File: config.mk
export PLATFORM = sky130hd
export DESIGN_NAME = red_seq_ctrl_flat
export DESIGN_NICKNAME = d
export VERILOG_FILES = /design/src/rtl/red_pkg.sv /design/src/rtl/red_seq_ctrl_if.sv /design/src/rtl/red_step.sv /design/src/rtl/red_seq_ctrl.sv /design/src/flat_wrapper.sv
export SDC_FILE = /design/constraint.sdc
export NUM_CORES = 1
export LEC_CHECK = 0
export ABC_AREA = 0
export BUFFER_PORTS_ARGS = -buffer_cell sky130_fd_sc_hd__buf_2
export CAP_MARGIN = 20
export CORE_MARGIN = 1.5
export CORE_UTILIZATION = 50
export DETAILED_ROUTE_END_ITERATION = 16
export PLACE_DENSITY = 0.82
export SYNTH_ARGS = -nofsm -noshare
export SYNTH_HDL_FRONTEND = slang
export SYNTH_SLANG_ARGS = --single-unit
File: constraint.sdc
create_clock -name clk -period 4.21 [get_ports clk]
set_input_delay 0.842 -clock clk [delete_from_list [all_inputs] [get_ports clk]]
set_output_delay 0.842 -clock clk [all_outputs]
set_load 0.1 [all_outputs]
File: src/rtl/red_pkg.sv
// Shared types and constants for the nibble-reduction (RED) sequencer.
// Holds the FSM state encoding and the sign-extension helpers.
package red_pkg;

  localparam int NIB_W = 4;
  localparam int ACC_W = 8;
  localparam int NIBS  = 4;
  localparam int RED_W = 16;
  localparam int CNT_W = 2;

  typedef enum logic [1:0] {
    IDLE  = 2'd0,
    ACCUM = 2'd1,
    DONE  = 2'd2
  } state_t;

  function automatic logic [ACC_W-1:0] sext_nib(input logic [NIB_W-1:0] nib);
    return {{(ACC_W-NIB_W){nib[NIB_W-1]}}, nib};
  endfunction

  function automatic logic [RED_W-1:0] sext_acc(input logic [ACC_W-1:0] acc);
    return {{(RED_W-ACC_W){acc[ACC_W-1]}}, acc};
  endfunction

endpackage

File: src/rtl/red_seq_ctrl_if.sv
// Operand/result handshake bundle between the EX stage and the RED sequencer.
// The master drives operands and flush; the slave returns the result and status.
interface red_seq_ctrl_if;
  import red_pkg::*;

  logic             flush;
  logic             in_valid;
  logic             in_ready;
  logic [RED_W-1:0] in_a;
  logic [RED_W-1:0] in_b;
  logic             out_valid;
  logic             out_ready;
  logic [RED_W-1:0] out_sum;
  logic             busy;

  modport master (
    output flush, in_valid, in_a, in_b, out_ready,
    input  in_ready, out_valid, out_sum, busy
  );

  modport slave (
    input  flush, in_valid, in_a, in_b, out_ready,
    output in_ready, out_valid, out_sum, busy
  );

endinterface

File: src/rtl/red_step.sv
// One fold step: adds the sign-extended nibble pairs starting at nibble cnt
// into the 8-bit accumulator; NIB_PER_CYC pairs are folded per call.
module red_step
  import red_pkg::*;
#(
  parameter int NIB_PER_CYC = 1
) (
  input  logic [ACC_W-1:0] acc_i,
  input  logic [RED_W-1:0] op_a,
  input  logic [RED_W-1:0] op_b,
  input  logic [CNT_W-1:0] cnt,
  output logic [ACC_W-1:0] acc_o
);

  logic [CNT_W-1:0] nib_idx;
  logic [ACC_W-1:0] sum;

  // The range is bounded to -64..+56, so the 8-bit sum never wraps.
  always_comb begin
    nib_idx = '0;
    sum     = acc_i;
    for (int k = 0; k < NIB_PER_CYC; k++) begin
      nib_idx = cnt + CNT_W'(k);
      sum = sum + sext_nib(op_a[{nib_idx, 2'b00} +: NIB_W])
                + sext_nib(op_b[{nib_idx, 2'b00} +: NIB_W]);
    end
  end

  assign acc_o = sum;

endmodule

File: src/rtl/red_seq_ctrl.sv
// Multi-cycle RED sequencer: folds four nibble pairs into an 8-bit accumulator
// over 4/NIB_PER_CYC cycles and presents the sign-extended sum via valid/ready.
module red_seq_ctrl
  import red_pkg::*;
#(
  parameter int NIB_PER_CYC = 1
) (
  input  logic         clk,
  input  logic         rst,
  red_seq_ctrl_if.slave bus
);

  localparam logic [CNT_W-1:0] CNT_STEP = CNT_W'(NIB_PER_CYC % NIBS);
  localparam logic [CNT_W-1:0] LAST_CNT = CNT_W'(NIBS - NIB_PER_CYC);

  state_t           state_q, state_d;
  logic [ACC_W-1:0] acc_q, acc_d;
  logic [CNT_W-1:0] cnt_q, cnt_d;
  logic [RED_W-1:0] op_a_q, op_a_d;
  logic [RED_W-1:0] op_b_q, op_b_d;
  logic             out_valid_q, out_valid_d;
  logic [RED_W-1:0] out_sum_q, out_sum_d;
  logic             busy_q, busy_d;

  logic [ACC_W-1:0] step_acc;
  logic             in_ready;
  logic             accept;

  red_step #(
    .NIB_PER_CYC(NIB_PER_CYC)
  ) u_step (
    .acc_i (acc_q),
    .op_a  (op_a_q),
    .op_b  (op_b_q),
    .cnt   (cnt_q),
    .acc_o (step_acc)
  );

  assign in_ready = (state_q == IDLE) | ((state_q == DONE) & bus.out_ready);
  assign accept   = bus.in_valid & in_ready;

  always_comb begin
    state_d     = state_q;
    acc_d       = acc_q;
    cnt_d       = cnt_q;
    op_a_d      = op_a_q;
    op_b_d      = op_b_q;
    out_valid_d = out_valid_q;
    out_sum_d   = out_sum_q;

    unique case (state_q)
      IDLE: begin
        if (accept) begin
          op_a_d  = bus.in_a;
          op_b_d  = bus.in_b;
          acc_d   = '0;
          cnt_d   = '0;
          state_d = ACCUM;
        end
      end
      ACCUM: begin
        acc_d = step_acc;
        cnt_d = cnt_q + CNT_STEP;
        if (cnt_q == LAST_CNT) begin
          state_d     = DONE;
          out_valid_d = 1'b1;
          out_sum_d   = sext_acc(step_acc);
        end
      end
      DONE: begin
        if (bus.out_ready) begin
          out_valid_d = 1'b0;
          out_sum_d   = '0;
          if (bus.in_valid) begin
            op_a_d  = bus.in_a;
            op_b_d  = bus.in_b;
            acc_d   = '0;
            cnt_d   = '0;
            state_d = ACCUM;
          end else begin
            state_d = IDLE;
          end
        end
      end
      default: state_d = IDLE;
    endcase

    // Squash beats both a new accept and a pending handoff.
    if (bus.flush) begin
      state_d     = IDLE;
      acc_d       = '0;
      cnt_d       = '0;
      out_valid_d = 1'b0;
      out_sum_d   = '0;
    end

    busy_d = (state_d != IDLE);
  end

  always_ff @(posedge clk or posedge rst) begin
    if (rst) begin
      state_q     <= IDLE;
      acc_q       <= '0;
      cnt_q       <= '0;
      op_a_q      <= '0;
      op_b_q      <= '0;
      out_valid_q <= 1'b0;
      out_sum_q   <= '0;
      busy_q      <= 1'b0;
    end else begin
      state_q     <= state_d;
      acc_q       <= acc_d;
      cnt_q       <= cnt_d;
      op_a_q      <= op_a_d;
      op_b_q      <= op_b_d;
      out_valid_q <= out_valid_d;
      out_sum_q   <= out_sum_d;
      busy_q      <= busy_d;
    end
  end

  assign bus.in_ready  = in_ready;
  assign bus.out_valid = out_valid_q;
  assign bus.out_sum   = out_sum_q;
  assign bus.busy      = busy_q;

endmodule

File: src/flat_wrapper.sv
// flat-port wrapper written by rule: the top's interface ports become plain ports
module red_seq_ctrl_flat import red_pkg::*;
#(
  parameter int NIB_PER_CYC = 1
)
  (clk, rst, bus_flush, bus_in_valid, bus_in_a, bus_in_b, bus_out_ready, bus_in_ready, bus_out_valid, bus_out_sum, bus_busy);
  red_seq_ctrl_if bus_i ();
  input  logic clk;
  input  logic rst;
  input wire logic [$bits(bus_i.flush)-1:0] bus_flush;
  input wire logic [$bits(bus_i.in_valid)-1:0] bus_in_valid;
  input wire logic [$bits(bus_i.in_a)-1:0] bus_in_a;
  input wire logic [$bits(bus_i.in_b)-1:0] bus_in_b;
  input wire logic [$bits(bus_i.out_ready)-1:0] bus_out_ready;
  output wire logic [$bits(bus_i.in_ready)-1:0] bus_in_ready;
  output wire logic [$bits(bus_i.out_valid)-1:0] bus_out_valid;
  output wire logic [$bits(bus_i.out_sum)-1:0] bus_out_sum;
  output wire logic [$bits(bus_i.busy)-1:0] bus_busy;
  assign bus_i.flush = bus_flush;
  assign bus_i.in_valid = bus_in_valid;
  assign bus_i.in_a = bus_in_a;
  assign bus_i.in_b = bus_in_b;
  assign bus_i.out_ready = bus_out_ready;
  assign bus_in_ready = bus_i.in_ready;
  assign bus_out_valid = bus_i.out_valid;
  assign bus_out_sum = bus_i.out_sum;
  assign bus_busy = bus_i.busy;
  red_seq_ctrl #(.NIB_PER_CYC(NIB_PER_CYC)) u_core (.clk(clk), .rst(rst), .bus(bus_i));
endmodule
Word level (Yosys, flattened, before mapping)

Cells that the tools add are included.

Bits in registers: 62
Input port bits: 37
Output and inout bits: 19
Logic and storage cells: 66

Add/subtract/negate cells: 3
Equal/unequal tests: 10
Shifts and indexed selects: 2
Muxes and demuxes: 32
Bitwise operators: 3
Reduce and logical (&&, ||, !) cells: 8

Operators by type and width:

| kind                | count |
|---|---|
| $mux 16             | 9 |
| $pmux 16 s2         | 3 |
| $mux 8              | 4 |
| $shiftx 16x5->4     | 2 |
| $pmux 8 s3          | 1 |
| $add 8x8->8         | 2 |
| $mux 2              | 8 |
| $pmux 2 s3          | 2 |
| $reduce_and 4->1    | 2 |
| $ne 3x2->1 const B  | 2 |
| $ne 3x3->1 const B  | 2 |
| $eq 2x2->1 const B  | 2 |
| $mux 1              | 4 |
| $ne 2x2->1 const B  | 2 |
| $reduce_bool 2->1   | 2 |
| $reduce_bool 4->1   | 1 |
| $reduce_and 3->1    | 1 |
| $reduce_bool 3->1   | 1 |
| $add 2x1->2 const B | 1 |
| $and 1x1->1         | 2 |
| $eq 2x1->1 const B  | 1 |
| $logic_not 2->1     | 1 |
| $ne 2x1->1 const B  | 1 |
| $pmux 1 s2          | 1 |
| $or 1x1->1          | 1 |

Longest topological paths before layout

Depth after elaboration: 8
Gate-level depth with buffers: 11
Mapped depth without buffers: 10

Hierarchy

A second synthesis with hierarchy kept.

Cell total of the unflattened synthesis: 227
Area total of the unflattened synthesis: 3094.2 µm²

Modules (own cells, without submodules):

| module       | instances | cells an instance | area an instance (µm²) | seq. area each (µm²) |
|---|---|---|---|---|
| red_seq_ctrl | 1         | 172               | 2431.1                 | 1351.3 |
| red_step     | 1         | 55                | 663.1                  | 0.0 |

Worst setup path after synthesis

OpenSTA, ideal clock, no wires.

Path kind: input -> register
Start point: input bus_out_ready
End point: register u_core.op_a_q[0]
Setup time: 125 ps
Arrival: 3197 ps
Required time: 4085 ps
Slack: 888 ps
Stages on the path: 6
Buffers on the path: 2
Cell sequence: and2b_1 > nor2_1 > and2_4 > buf_6 > buf_12 > mux2_4

Longest elaborated chain between the ends: 5
Elaborated cells between the ends (all ways): 6
Those cells by class: eq/ne (2); bitwise (3); reduce/logical (1)

RTL lines:

| what                       | RTL line            | text |
|---|---|---|
| start: declaration         | flat_wrapper.sv:14  | `input wire logic [$bits(bus_i.out_ready)-1:0] bus_out_ready;` |
| $and 1x1->1                | red_seq_ctrl.sv:39  | `assign in_ready = (state_q == IDLE) \| ((state_q == DONE) & bus.out_ready);` |
| $or 1x1->1                 | red_seq_ctrl.sv:39  |  |
| via bus_in_ready           | flat_wrapper.sv:15  | `output wire logic [$bits(bus_i.in_ready)-1:0] bus_in_ready;` |
| $and 1x1->1                | red_seq_ctrl.sv:40  | `assign accept = bus.in_valid & in_ready;` |
| $ne 2x1->1 (no line)       | --                  |  |
| $reduce_and 4->1 (no line) | --                  |  |
| end signal: assignment     | red_seq_ctrl.sv:114 | `op_a_q <= op_a_d;` |
| end: declaration           | red_seq_ctrl.sv:19  | `logic [RED_W-1:0] op_a_q, op_a_d;` |

The timed path passes the listed nets, and every way through them passes these cells.
A chain may end at the register's enable or synchronous reset.

Worst setup path in the final report

Start point: register u_core.cnt_q[0]
End point: register u_core.acc_q[7]

Longest elaborated chain between the ends: 5
Elaborated cells between the ends (all ways): 6
Those cells by class: add/sub (2); shift (2); mux (2)

RTL lines:

| what                     | RTL line            | text |
|---|---|---|
| start: declaration       | red_seq_ctrl.sv:18  | `logic [CNT_W-1:0] cnt_q, cnt_d;` |
| start signal: assignment | red_seq_ctrl.sv:113 | `cnt_q <= cnt_d;` |
| $shiftx 16x5->4          | red_step.sv:24      | `sum = sum + sext_nib(op_a[{nib_idx, 2'b00} +: NIB_W])` |
| $add 8x8->8              | red_step.sv:24      |  |
| $add 8x8->8 (*)          | red_step.sv:25      | `+ sext_nib(op_b[{nib_idx, 2'b00} +: NIB_W]);` |
| $pmux 8 s3 (*)           | red_seq_ctrl.sv:51  | `unique case (state_q)` |
| $mux 8 (*)               | red_seq_ctrl.sv:89  | `if (bus.flush) begin` |
| end signal: assignment   | red_seq_ctrl.sv:103 | `acc_q <= '0;` |
| end signal: assignment   | red_seq_ctrl.sv:112 | `acc_q <= acc_d;` |
| end: declaration         | red_seq_ctrl.sv:17  | `logic [ACC_W-1:0] acc_q, acc_d;` |

Every way passes the cells marked *; elsewhere a longest branch is shown, timed or not.

==> metrics.yaml <==
status: "finished, final reports clean"
post_drt_wl_per_cell_um: 15.8
hold_path.class: "flop to flop"
hold_end: "u_core.bus.out_valid"
worst_ep_arrival_time_ns: 3.51
ys_seq_area_share_pct: 47.3
io_buffers: 55
cts-hold-fix-buffers: 0
synth_edf_count: 0
grt_usage_pct: 17.6
cts_setup_buffers: 0
clk_path_buf_depth: 2
finalWirelength_um: 4940
vias_per_cell: 5.33
p_leak_nw: 1.59
multi_input_area_um2: 1330
coreArea_um2: 5510
drv_slew: 0
cts.sinks: 54
tns_ns: 0
hold_start: "u_core.bus.out_valid"
htree_num_levels: 2
finalCritPeriodShare_pct: 78.8
finClkSkew_ns: 0.00246
drt_iter0_drc: 86
die_area_um2: 6170
syn_area_um2: 2860
endpoint_kind: "flop"
final_common_cell: "buf_2"
ys_types: 33
drive_gt1_share_pct: 44.8
syn_nets: 246
vdd_ir_drop_max_mv: 0.302
critical_path_class: "flop to flop"
ant_nets: 0
p_per_area_nw_per_um2: 504
required_ns: 4.41
antenna_found_initial: 0
fin_crit_ns: 3.32
fmax_ghz: 0.301
path_clk_slew_ns: 0.09
async_reset_ff_share_pct: 100
hold-path-cell-count: 1
yosysWarnings: 0
cts_tree: "done"
io_pins: 56
gr-total-overflow: 0
dpl.hpwl_um: 3720
max_slew.worst_pin.slew_ns: 0.660
fin_nets: 294
ff_latch_area_um2: 1350
rows: 27
hold_violations: 0
avgSynthCellArea_um2: 14.8
cts_buffers: 5
initial_utilization_pct: 51.9
rsz0062_at_grt: "no"
rr_endpoint: "u_core.acc_q[7]"
r2r_slack_ns: 0.89
ys_ff_latch: 54
n_antenna_cell: 0
relSlewSlack_pct: 55.9
die_x_um: 78.6
finalWeightedCongestion: 0.840
num_vias: 1668
cp-start-kind: "flop"
fp.dieH_um: 78.6
synthFlopType: "dfrtp_1"
syn_inst: 193
worstSkewPairLatency_ns: 0.30
root_buffer: "clkbuf_8"
grt_pass1_vias: 1742
dr.pass1.iters: 4
path_max_fanout: 11
final_cell_mix: "buf_2, dfrtp_1, mux2_4, a22o_1"
instances_no_fill: 313
setup_viol: 0
dp.cells: 305
fillers: 467
drc: 0
grt_max_degree: 55
cts_resized: 0
cap_violations: 0
timing.rr.start: "u_core.cnt_q[0]"
reg2reg_depth: 10
area_growth_syn_to_layout_pct: 12.4
utilization_pct: 58.3
grt_pass1_wl_um: 8390
## layer usage
metal,GRT usage [%],part of all wire (%)
met5,0,0
met4,3.75,0.85
met3,3.14,4.8
met2,28.4,47
met1,25.1,47
## state kept, by name (all words and copies together), names as in the netlist
register / cells
u_core.op_a_q: 16
u_core.op_b_q: 16
u_core.acc_q: 8
u_core.bus.out_sum: 8
u_core.cnt_q: 2
u_core.state_q: 2
u_core.bus.busy: 1
u_core.bus.out_valid: 1
## power by group
group | internal, W | total [W] | switching (W) | leakage (nW)
registers | 0.000590 | 0.000646 | 0.0000559 | 0.676
clock network | 0.000190 | 0.000351 | 0.000160 | 0.0573
logic | 0.000306 | 0.000620 | 0.000314 | 0.852
total | 0.00109 | 0.00162 | 0.000530 | 1.59
## worst max-delay path, cell delays in order (launching register included)
cell,delay [ns]
dfrtp_1,0.71
mux4_2,0.60
fa_1,0.53
ha_1,0.17
inv_1,0.05
fa_1,0.40
nor2b_1,0.20
o2111ai_1,0.12
nand3_1,0.11
xnor2_1,0.09
a22o_1,0.23
## cell usage after synthesis (3+ instances only)
cell,count,area (um2)
xnor2_1,5,43.8
a22o_1,15,131
buf_4,8,60.1
ha_1,8,100
mux4_2,8,180
nand2_1,6,22.5
o21ai_0,4,20.0
fa_1,8,160
mux2_4,29,435
mux2_2,3,33.8
a21oi_1,5,25.0
inv_1,7,26.3
nor2_1,6,22.5
buf_12,3,60.1
a21o_1,3,22.5
dfrtp_1,54,1350
## logic make-up after synthesis
kind of cell,share of synthesized area [%]
buf+inv,6.00
xor+xnor,2.15
compound gates,8.90
flops,47.3
fa+ha+maj,9.11
simple gates,3.77
mux,22.7
## layout make-up
type	instances	area share, %
clock buffer	6	2.57
clock inverter	1	0.936
inverter	7	0.819
multi-input combinational	117	41.5
sequential	54	42.1
tap	72	2.81
timing repair buffer	56	9.20
## per-stage QoR
| step | hold slack [ns] | cell area (um2) | total power (W) | worst slack [ns] |
|---|---|---|---|---|
| floorplan | 0.475 | 2860 | 0.00114 | 0.888 |
| global placement | 0.459 | 3080 | 0.00124 | 0.992 |
| detailed placement | 0.468 | 3080 | 0.00127 | 0.881 |
| CTS | 0.489 | 3190 | 0.00162 | 0.876 |
| global route | 0.503 | 3210 | 0.00172 | 0.622 |
| finish | 0.483 | 3210 | 0.00162 | 0.892 |
## worst max-delay path by stage
stage	from	end
6_report	u_core.cnt_q[0]	u_core.acc_q[7]
5_1_grt	u_core.cnt_q[0]	u_core.acc_q[7]
4_1_cts	u_core.cnt_q[0]	u_core.acc_q[7]
3_5_place_dp	u_core.cnt_q[0]	u_core.acc_q[7]
3_3_place_gp	u_core.cnt_q[0]	u_core.acc_q[7]
2_1_floorplan	bus_out_ready	u_core.op_a_q[0]
(Power assumes the default switching activity.)
